===== src/rtl/shift_unit_seq_if.sv =====
// Request/result bundle for the sequential shifter: operand and controls in,
// shifted word and bit buckets out, each side with its own valid/ready pair.
interface shift_unit_seq_if #(
    parameter int WIDTH = 8,
    parameter int AMT_W = 4
);
    logic             in_valid;
    logic             in_ready;
    logic [WIDTH-1:0] data_in;
    logic [AMT_W-1:0] amount;
    logic [1:0]       mode;
    logic             fill_left;
    logic             fill_right;
    logic             out_valid;
    logic             out_ready;
    logic [WIDTH-1:0] data_out;
    logic             bb_left;
    logic             bb_right;
    logic             busy;

    modport master (
        output in_valid, data_in, amount, mode, fill_left, fill_right, out_ready,
        input  in_ready, out_valid, data_out, bb_left, bb_right, busy
    );

    modport slave (
        input  in_valid, data_in, amount, mode, fill_left, fill_right, out_ready,
        output in_ready, out_valid, data_out, bb_left, bb_right, busy
    );
endinterface


===== src/rtl/shift_unit_seq.sv =====
// Sequential shift/rotate unit: accepts one request, shifts one bit per clock
// for 'amount' clocks, then holds the result until the consumer takes it.
module shift_unit_seq #(
    parameter int WIDTH = 8,
    parameter int AMT_W = 4
) (
    input  logic          clk,
    input  logic          reset_n,
    shift_unit_seq_if.slave bus
);
    typedef enum logic [1:0] {IDLE, SHIFT, DONE} state_t;

    localparam logic [1:0] MODE_LSL = 2'b00;
    localparam logic [1:0] MODE_LSR = 2'b01;
    localparam logic [1:0] MODE_ASR = 2'b10;
    localparam logic [1:0] MODE_ROR = 2'b11;

    state_t           state_reg, state_next;
    logic [WIDTH-1:0] data_reg, data_next;
    logic [AMT_W-1:0] count_reg, count_next;
    logic [1:0]       mode_reg, mode_next;
    logic             fill_left_reg, fill_left_next;
    logic             fill_right_reg, fill_right_next;
    logic             bb_left_reg, bb_left_next;
    logic             bb_right_reg, bb_right_next;

    logic [WIDTH-1:0] shl_vec;
    logic [WIDTH-1:0] shr_vec;
    logic             shr_msb;

    // Bit entering at the MSB on any right-going step depends on the mode
    always_comb begin
        shr_msb = 1'b0;
        case (mode_reg)
            MODE_LSR: shr_msb = fill_left_reg;
            MODE_ASR: shr_msb = data_reg[WIDTH-1];
            MODE_ROR: shr_msb = data_reg[0];
            default:  shr_msb = 1'b0;
        endcase
    end

    genvar gi;
    generate
        for (gi = 0; gi < WIDTH; gi++) begin : g_bits
            if (gi == 0) begin : g_lsb
                assign shl_vec[gi] = fill_right_reg;
            end else begin : g_low
                assign shl_vec[gi] = data_reg[gi-1];
            end
            if (gi == WIDTH - 1) begin : g_msb
                assign shr_vec[gi] = shr_msb;
            end else begin : g_high
                assign shr_vec[gi] = data_reg[gi+1];
            end
        end
    endgenerate

    always_comb begin
        state_next      = state_reg;
        data_next       = data_reg;
        count_next      = count_reg;
        mode_next       = mode_reg;
        fill_left_next  = fill_left_reg;
        fill_right_next = fill_right_reg;
        bb_left_next    = bb_left_reg;
        bb_right_next   = bb_right_reg;

        case (state_reg)
            IDLE: begin
                if (bus.in_valid) begin
                    data_next       = bus.data_in;
                    mode_next       = bus.mode;
                    fill_left_next  = bus.fill_left;
                    fill_right_next = bus.fill_right;
                    count_next      = bus.amount;
                    bb_left_next    = 1'b0;
                    bb_right_next   = 1'b0;
                    state_next      = (bus.amount != '0) ? SHIFT : DONE;
                end
            end
            SHIFT: begin
                count_next = count_reg - AMT_W'(1);
                if (mode_reg == MODE_LSL) begin
                    bb_left_next = data_reg[WIDTH-1];
                    data_next    = shl_vec;
                end else begin
                    bb_right_next = data_reg[0];
                    data_next     = shr_vec;
                end
                if (count_reg == AMT_W'(1)) begin
                    state_next = DONE;
                end
            end
            DONE: begin
                if (bus.out_ready) begin
                    state_next = IDLE;
                end
            end
            default: state_next = IDLE;
        endcase
    end

    always_ff @(posedge clk or negedge reset_n) begin
        if (!reset_n) begin
            state_reg      <= IDLE;
            data_reg       <= '0;
            count_reg      <= '0;
            mode_reg       <= 2'b00;
            fill_left_reg  <= 1'b0;
            fill_right_reg <= 1'b0;
            bb_left_reg    <= 1'b0;
            bb_right_reg   <= 1'b0;
        end else begin
            state_reg      <= state_next;
            data_reg       <= data_next;
            count_reg      <= count_next;
            mode_reg       <= mode_next;
            fill_left_reg  <= fill_left_next;
            fill_right_reg <= fill_right_next;
            bb_left_reg    <= bb_left_next;
            bb_right_reg   <= bb_right_next;
        end
    end

    // Handshake outputs decode from state alone, so no input-to-output path
    assign bus.in_ready  = (state_reg == IDLE);
    assign bus.out_valid = (state_reg == DONE);
    assign bus.busy      = (state_reg != IDLE);
    assign bus.data_out  = data_reg;
    assign bus.bb_left   = bb_left_reg;
    assign bus.bb_right  = bb_right_reg;
endmodule


===== src/flat_wrapper.sv =====
// flat-port wrapper written by rule: the top's interface ports become plain ports
module shift_unit_seq_flat 
#(
    parameter int WIDTH = 8,
    parameter int AMT_W = 4
)
  (clk, reset_n, bus_in_valid, bus_data_in, bus_amount, bus_mode, bus_fill_left, bus_fill_right, bus_out_ready, bus_in_ready, bus_out_valid, bus_data_out, bus_bb_left, bus_bb_right, bus_busy);
  shift_unit_seq_if #(.WIDTH(WIDTH), .AMT_W(AMT_W)) bus_i ();
  input  logic clk;
  input  logic reset_n;
  input wire logic [$bits(bus_i.in_valid)-1:0] bus_in_valid;
  input wire logic [$bits(bus_i.data_in)-1:0] bus_data_in;
  input wire logic [$bits(bus_i.amount)-1:0] bus_amount;
  input wire logic [$bits(bus_i.mode)-1:0] bus_mode;
  input wire logic [$bits(bus_i.fill_left)-1:0] bus_fill_left;
  input wire logic [$bits(bus_i.fill_right)-1:0] bus_fill_right;
  input wire logic [$bits(bus_i.out_ready)-1:0] bus_out_ready;
  output wire logic [$bits(bus_i.in_ready)-1:0] bus_in_ready;
  output wire logic [$bits(bus_i.out_valid)-1:0] bus_out_valid;
  output wire logic [$bits(bus_i.data_out)-1:0] bus_data_out;
  output wire logic [$bits(bus_i.bb_left)-1:0] bus_bb_left;
  output wire logic [$bits(bus_i.bb_right)-1:0] bus_bb_right;
  output wire logic [$bits(bus_i.busy)-1:0] bus_busy;
  assign bus_i.in_valid = bus_in_valid;
  assign bus_i.data_in = bus_data_in;
  assign bus_i.amount = bus_amount;
  assign bus_i.mode = bus_mode;
  assign bus_i.fill_left = bus_fill_left;
  assign bus_i.fill_right = bus_fill_right;
  assign bus_i.out_ready = bus_out_ready;
  assign bus_in_ready = bus_i.in_ready;
  assign bus_out_valid = bus_i.out_valid;
  assign bus_data_out = bus_i.data_out;
  assign bus_bb_left = bus_i.bb_left;
  assign bus_bb_right = bus_i.bb_right;
  assign bus_busy = bus_i.busy;
  shift_unit_seq #(.WIDTH(WIDTH), .AMT_W(AMT_W)) u_core (.clk(clk), .reset_n(reset_n), .bus(bus_i));
endmodule

===== config.mk =====
export PLATFORM = sky130hd
export DESIGN_NAME = shift_unit_seq_flat
export DESIGN_NICKNAME = d
export VERILOG_FILES = /design/src/rtl/shift_unit_seq_if.sv /design/src/rtl/shift_unit_seq.sv /design/src/flat_wrapper.sv
export SDC_FILE = /design/constraint.sdc
export NUM_CORES = 1
export LEC_CHECK = 0
export CORE_AREA = 3 3 57 59
export CTS_BUF_LIST = sky130_fd_sc_hd__clkbuf_2 sky130_fd_sc_hd__clkbuf_4 sky130_fd_sc_hd__clkbuf_8
export CTS_CLUSTER_DIAMETER = 200
export DETAILED_ROUTE_END_ITERATION = 16
export DIE_AREA = 0 0 60 62
export PLACE_DENSITY = 0.69
export SLEW_MARGIN = 25
export SYNTH_ARGS = -nofsm -noshare
export SYNTH_HDL_FRONTEND = slang
export SYNTH_SLANG_ARGS = --single-unit
export TNS_END_PERCENT = 20

===== constraint.sdc =====
create_clock -name clk -period 2.1 [get_ports clk]
set_clock_uncertainty 0.2 [all_clocks]
set_input_delay 0.315 -clock clk [delete_from_list [all_inputs] [get_ports clk]]
set_output_delay 0.315 -clock clk [all_outputs]
set_load 0.01 [all_outputs]

* Yosys cells after proc, flatten, opt, wreduce, memory -nomap -nowiden
Index checks and enable logic that the tools add are counted. Widths: inputs -> output; s select.
Word-level totals: bits in registers 20, bits of input ports 20, output and inout port bits 13, word-level logic and storage cells 49
Cells by class: add/subtract/negate cells 1, equal/unequal tests 12, muxes and demuxes 16, reductions and logical operators 11
Operators by type and width (count):
- $mux 8 | 2
- $pmux 8 s2 | 1
- $reduce_and 3->1 | 4
- $mux 2 | 4
- $pmux 4 s2 | 1
- $eq 2x2->1 const B | 3
- $ne 2x2->1 const B | 3
- $pmux 2 s3 | 1
- $eq 2x1->1 const B | 2
- $eq 4x1->1 const B | 1
- $logic_not 2->1 | 2
- $mux 4 | 1
- $ne 2x1->1 const B | 2
- $pmux 1 s2 | 2
- $reduce_and 2->1 | 2
- $reduce_bool 2->1 | 2
- $reduce_bool 4->1 | 1
- $sub 4x1->4 const B | 1
- $mux 1 | 3
- $ne 3x2->1 const B | 1
- $pmux 1 s3 | 1

* Depth between registers and ports, before layout
depth in word-level cells 4, mapped depth 5, gate-level depth less buffers 5

* Least setup slack after synthesis
No wires, ideal clock.
kind reg2out, from register u_core.state_reg[0], to output port bus_busy, data arrival time 1.030 ns, required time 1.585 ns, setup slack 0.555 ns, stages on the path, launching flop included 4, cells stage by stage dfrtp_1 -> clkbuf_1 -> nor2_1 -> inv_1
On the way: longest elaborated chain between the ends 1
RTL lines:
- start, declared | RTL line shift_unit_seq.sv:18 | state_t state_reg, state_next;
- start signal, assigned | RTL line shift_unit_seq.sv:114 | state_reg <= state_next;
- $reduce_bool 2->1 | RTL line shift_unit_seq.sv:128 | assign bus.busy = (state_reg != IDLE);
- end, declared | RTL line flat_wrapper.sv:23 | output wire logic [$bits(bus_i.busy)-1:0] bus_busy;
Every way passes these cells.

* Final worst setup path
from register u_core.state_reg[1], to output port bus_in_ready
On the way: longest elaborated chain between the ends 1
RTL lines:
- $logic_not 2->1 | RTL line shift_unit_seq.sv:126 | assign bus.in_ready = (state_reg == IDLE);
- end, declared | RTL line flat_wrapper.sv:18 | output wire logic [$bits(bus_i.in_ready)-1:0] bus_in_ready;
Every way passes these cells.

==> reports/qor.yml <==
detailed_routing:
  top_layer_used: "met4"
  route.met3.wl_microns: 186
  vias: 1091
  wl_met1_mm: 1.198
  via_per_inst: 5.772
  finalWirelength_mm: 2.777
  antenna_left: 0
  drtIter0Drc: 52
  wl_met2_mm: 1.342
  wl_per_cell_microns: 14.69
  drc_errors: 0
  firstDrtPassIters: 5
setup_path:
  r2r_end: "u_core.bus.data_out[6]"
  crit_chain: "nor2_2 > clkdlybuf4s50_1"
  ff2ff_setup_slack_ns: 0.28
  reg2reg_depth: 5
  worstPathRequired_ns: 1.58
  path_class: "flop to output port"
  critPathSlowestCell: "clkdlybuf4s50_1"
  r2r-start: "u_core.state_reg[1]"
  worstPathArrival_ns: 1.48
  cpPeakStageDelay_ns: 0.57
  cp-start-kind: "flop"
  crit_fanout: 4
  end_kind: "output port"
sta:
  slew_headroom: 0.7480
  finalSetupTns_ns: 0
  setup_viol: 0
  grt_setup_unrepaired: "false"
  fin_crit_sh: 0.9506
  worst_slew_pin_slew_ns: 0.3767
  clock.fmax_mhz: 500.9
  hold_viol: 0
  drv_slew: 0
  period_minus_slack_ns: 1.996
yosys:
  synth_cell_type_count: 34
  synth.area.top_cells: "dfrtp_1, nor2_1, mux2_2"
  async_reset_ff_frac: 1.000
  synth_ff_type: "dfrtp_1"
  syn_area_sq_um: 1111
  ys_top_cells_by_count: "dfrtp_1, nor2_1, nand2_1"
  synth_cells: 120
  synth-seq-cells: 20
  synth-edff-count: 0
  syn_nets: 142
  yosys.area.top_type_share: 0.4505
  postSynthAreaPerCell_sq_um: 9.259
  ys_seq_area_frac: 0.4505
  yosysTopAreaCell: "dfrtp_1"
  post-synth-top-count-cell: "dfrtp_1"
  yosysWarnings: 0
layout:
  nets: 181
  fin_util: 0.5576
  postLayoutCellArea_sq_um: 1538
  drive_gt1_frac: 0.1456
  final_cells: 189
  multi_input_area_sq_um: 571.8
  n_antenna_cell: 0
  syn_to_final_growth_pct: 38.40
  seq_area_sq_um: 500.5
  largest_reg_flops: 8
  n_fill_cell: 254
placement:
  gp_congestion: 0.8427
  dp_hpwl_mm: 2.129
  postPlaceCellArea_sq_um: 1496
  dp_cells: 185
  io_buffers: 32
clock_network:
  cts_setup_buffers: 0
  clk_pin_slew_worst_paths_ns: 0.12
  numCtsBuffers: 3
  clk_latency_ns: 0.31
  cts.path.max_buffers: 2
  cts_tree: "built"
  htreeDepth: 1
  cts.sinks: 20
  cts_root_buffer: "clkbuf_4"
floorplan:
  die-area_sq_um: 3720
  start_util: 0.4029
  core_area_sq_um: 2758
  ioPinCount: 33
  fp-row-count: 19
  die_h_microns: 62
  die_width_microns: 60
power:
  power_per_cell_area_nw_per_um2: 1486
  peakVddDrop_uv: 868.4
  power.leakage_nw: 0.6265
  finalPower_mw: 2.286
global_route:
  grt_use_total: 0.1659
  grt_antenna_before_repair: 0
  grt_overflow_total: 0
  grt_pass1_vias: 1026
  grt_pass1_wl_mm: 4.643
  grt_max_degree: 21
worst_hold_path:
  hold_class: "input pin to asynchronous set/reset pin"
status:
  outcome: "completed"
run:
  maxCapViolCount: 0
## worst max-delay path: cells and delay by family, from the launching register on
kind / cells / cell delay [ns]
AND/OR/NAND/NOR: 1 / 0.17
flip-flops: 1 / 0.44
buffers and inverters: 1 / 0.57
## per-stage QoR
stage	worst slack, ns	hold WS [ns]
final	0.1037	0.1307
after global routing	0.03942	0.1635
after CTS	0.007320	0.1362
after detailed placement	0.1398	0.2951
after global placement	0.1734	0.2909
after floorplan	0.5548	-0.1806
## power by group
group          internal (mW)  total (mW)  switching (mW)
clock network          0.106       0.226           0.120
logic                  0.644        1.26           0.615
registers              0.584       0.800           0.217
total                   1.33        2.29           0.952
## kinds of logic (layout without fill, tap and decap cells)
logic type | Yosys count | after routing | share of synthesized area
AOI/OAI and AO/OA | 38 | 38 | 0.2297
adders and majority gates | 2 | 2 | 0.02252
buffers and inverters | 10 | 48 | 0.03715
DFF | 20 | 20 | 0.4505
muxes | 6 | 6 | 0.05968
and+or+nand+nor | 44 | 44 | 0.2005
## worst max path at each step
stage,start,endpoint,cells after the start
4_1_cts,u_core.state_reg[1],bus_in_ready,2
6_report,u_core.state_reg[1],bus_in_ready,2
2_1_floorplan,u_core.state_reg[0],bus_busy,3
3_5_place_dp,bus_in_valid,u_core.mode_reg[1],4
5_1_grt,u_core.state_reg[1],bus_in_ready,2
3_3_place_gp,bus_in_valid,u_core.fill_left_reg,4
## layout by cell type (no fill, tap or decap), types with 2 or more instances in the layout
master	instances
clkdlybuf4s50_1	31
a221oi_1	4
o21ai_0	8
nand2b_1	4
clkbuf_4	3
o22a_1	2
a21oi_1	10
buf_4	6
a41oi_1	4
o22ai_1	3
nand3_1	2
ha_1	2
nor3_1	3
inv_1	4
nor2_1	16
dfrtp_1	20
nand2_1	11
mux2_2	5
## per-layer routing
metal | track usage | up-vias
met4 | 0.05696 | 0
met5 | 0 | -
met3 | 0.04959 | 7
met1 | 0.2044 | 528
li1 | - | 513
met2 | 0.2778 | 43
## layout make-up
cell class                      count  share of cell area
Clock buffer                        4             0.02360
Tap cell                           31             0.02522
Sequential cell                    20              0.3255
Multi-Input combinational cell     90              0.3718
Timing Repair Buffer               38              0.2392
Inverter                            6             0.01465
## repair_timing
action,in CTS,in global routing
hold buffers,0,0
gates resized for setup,0,2
setup endpoints to repair,0,3
(Power assumes the default switching activity.)
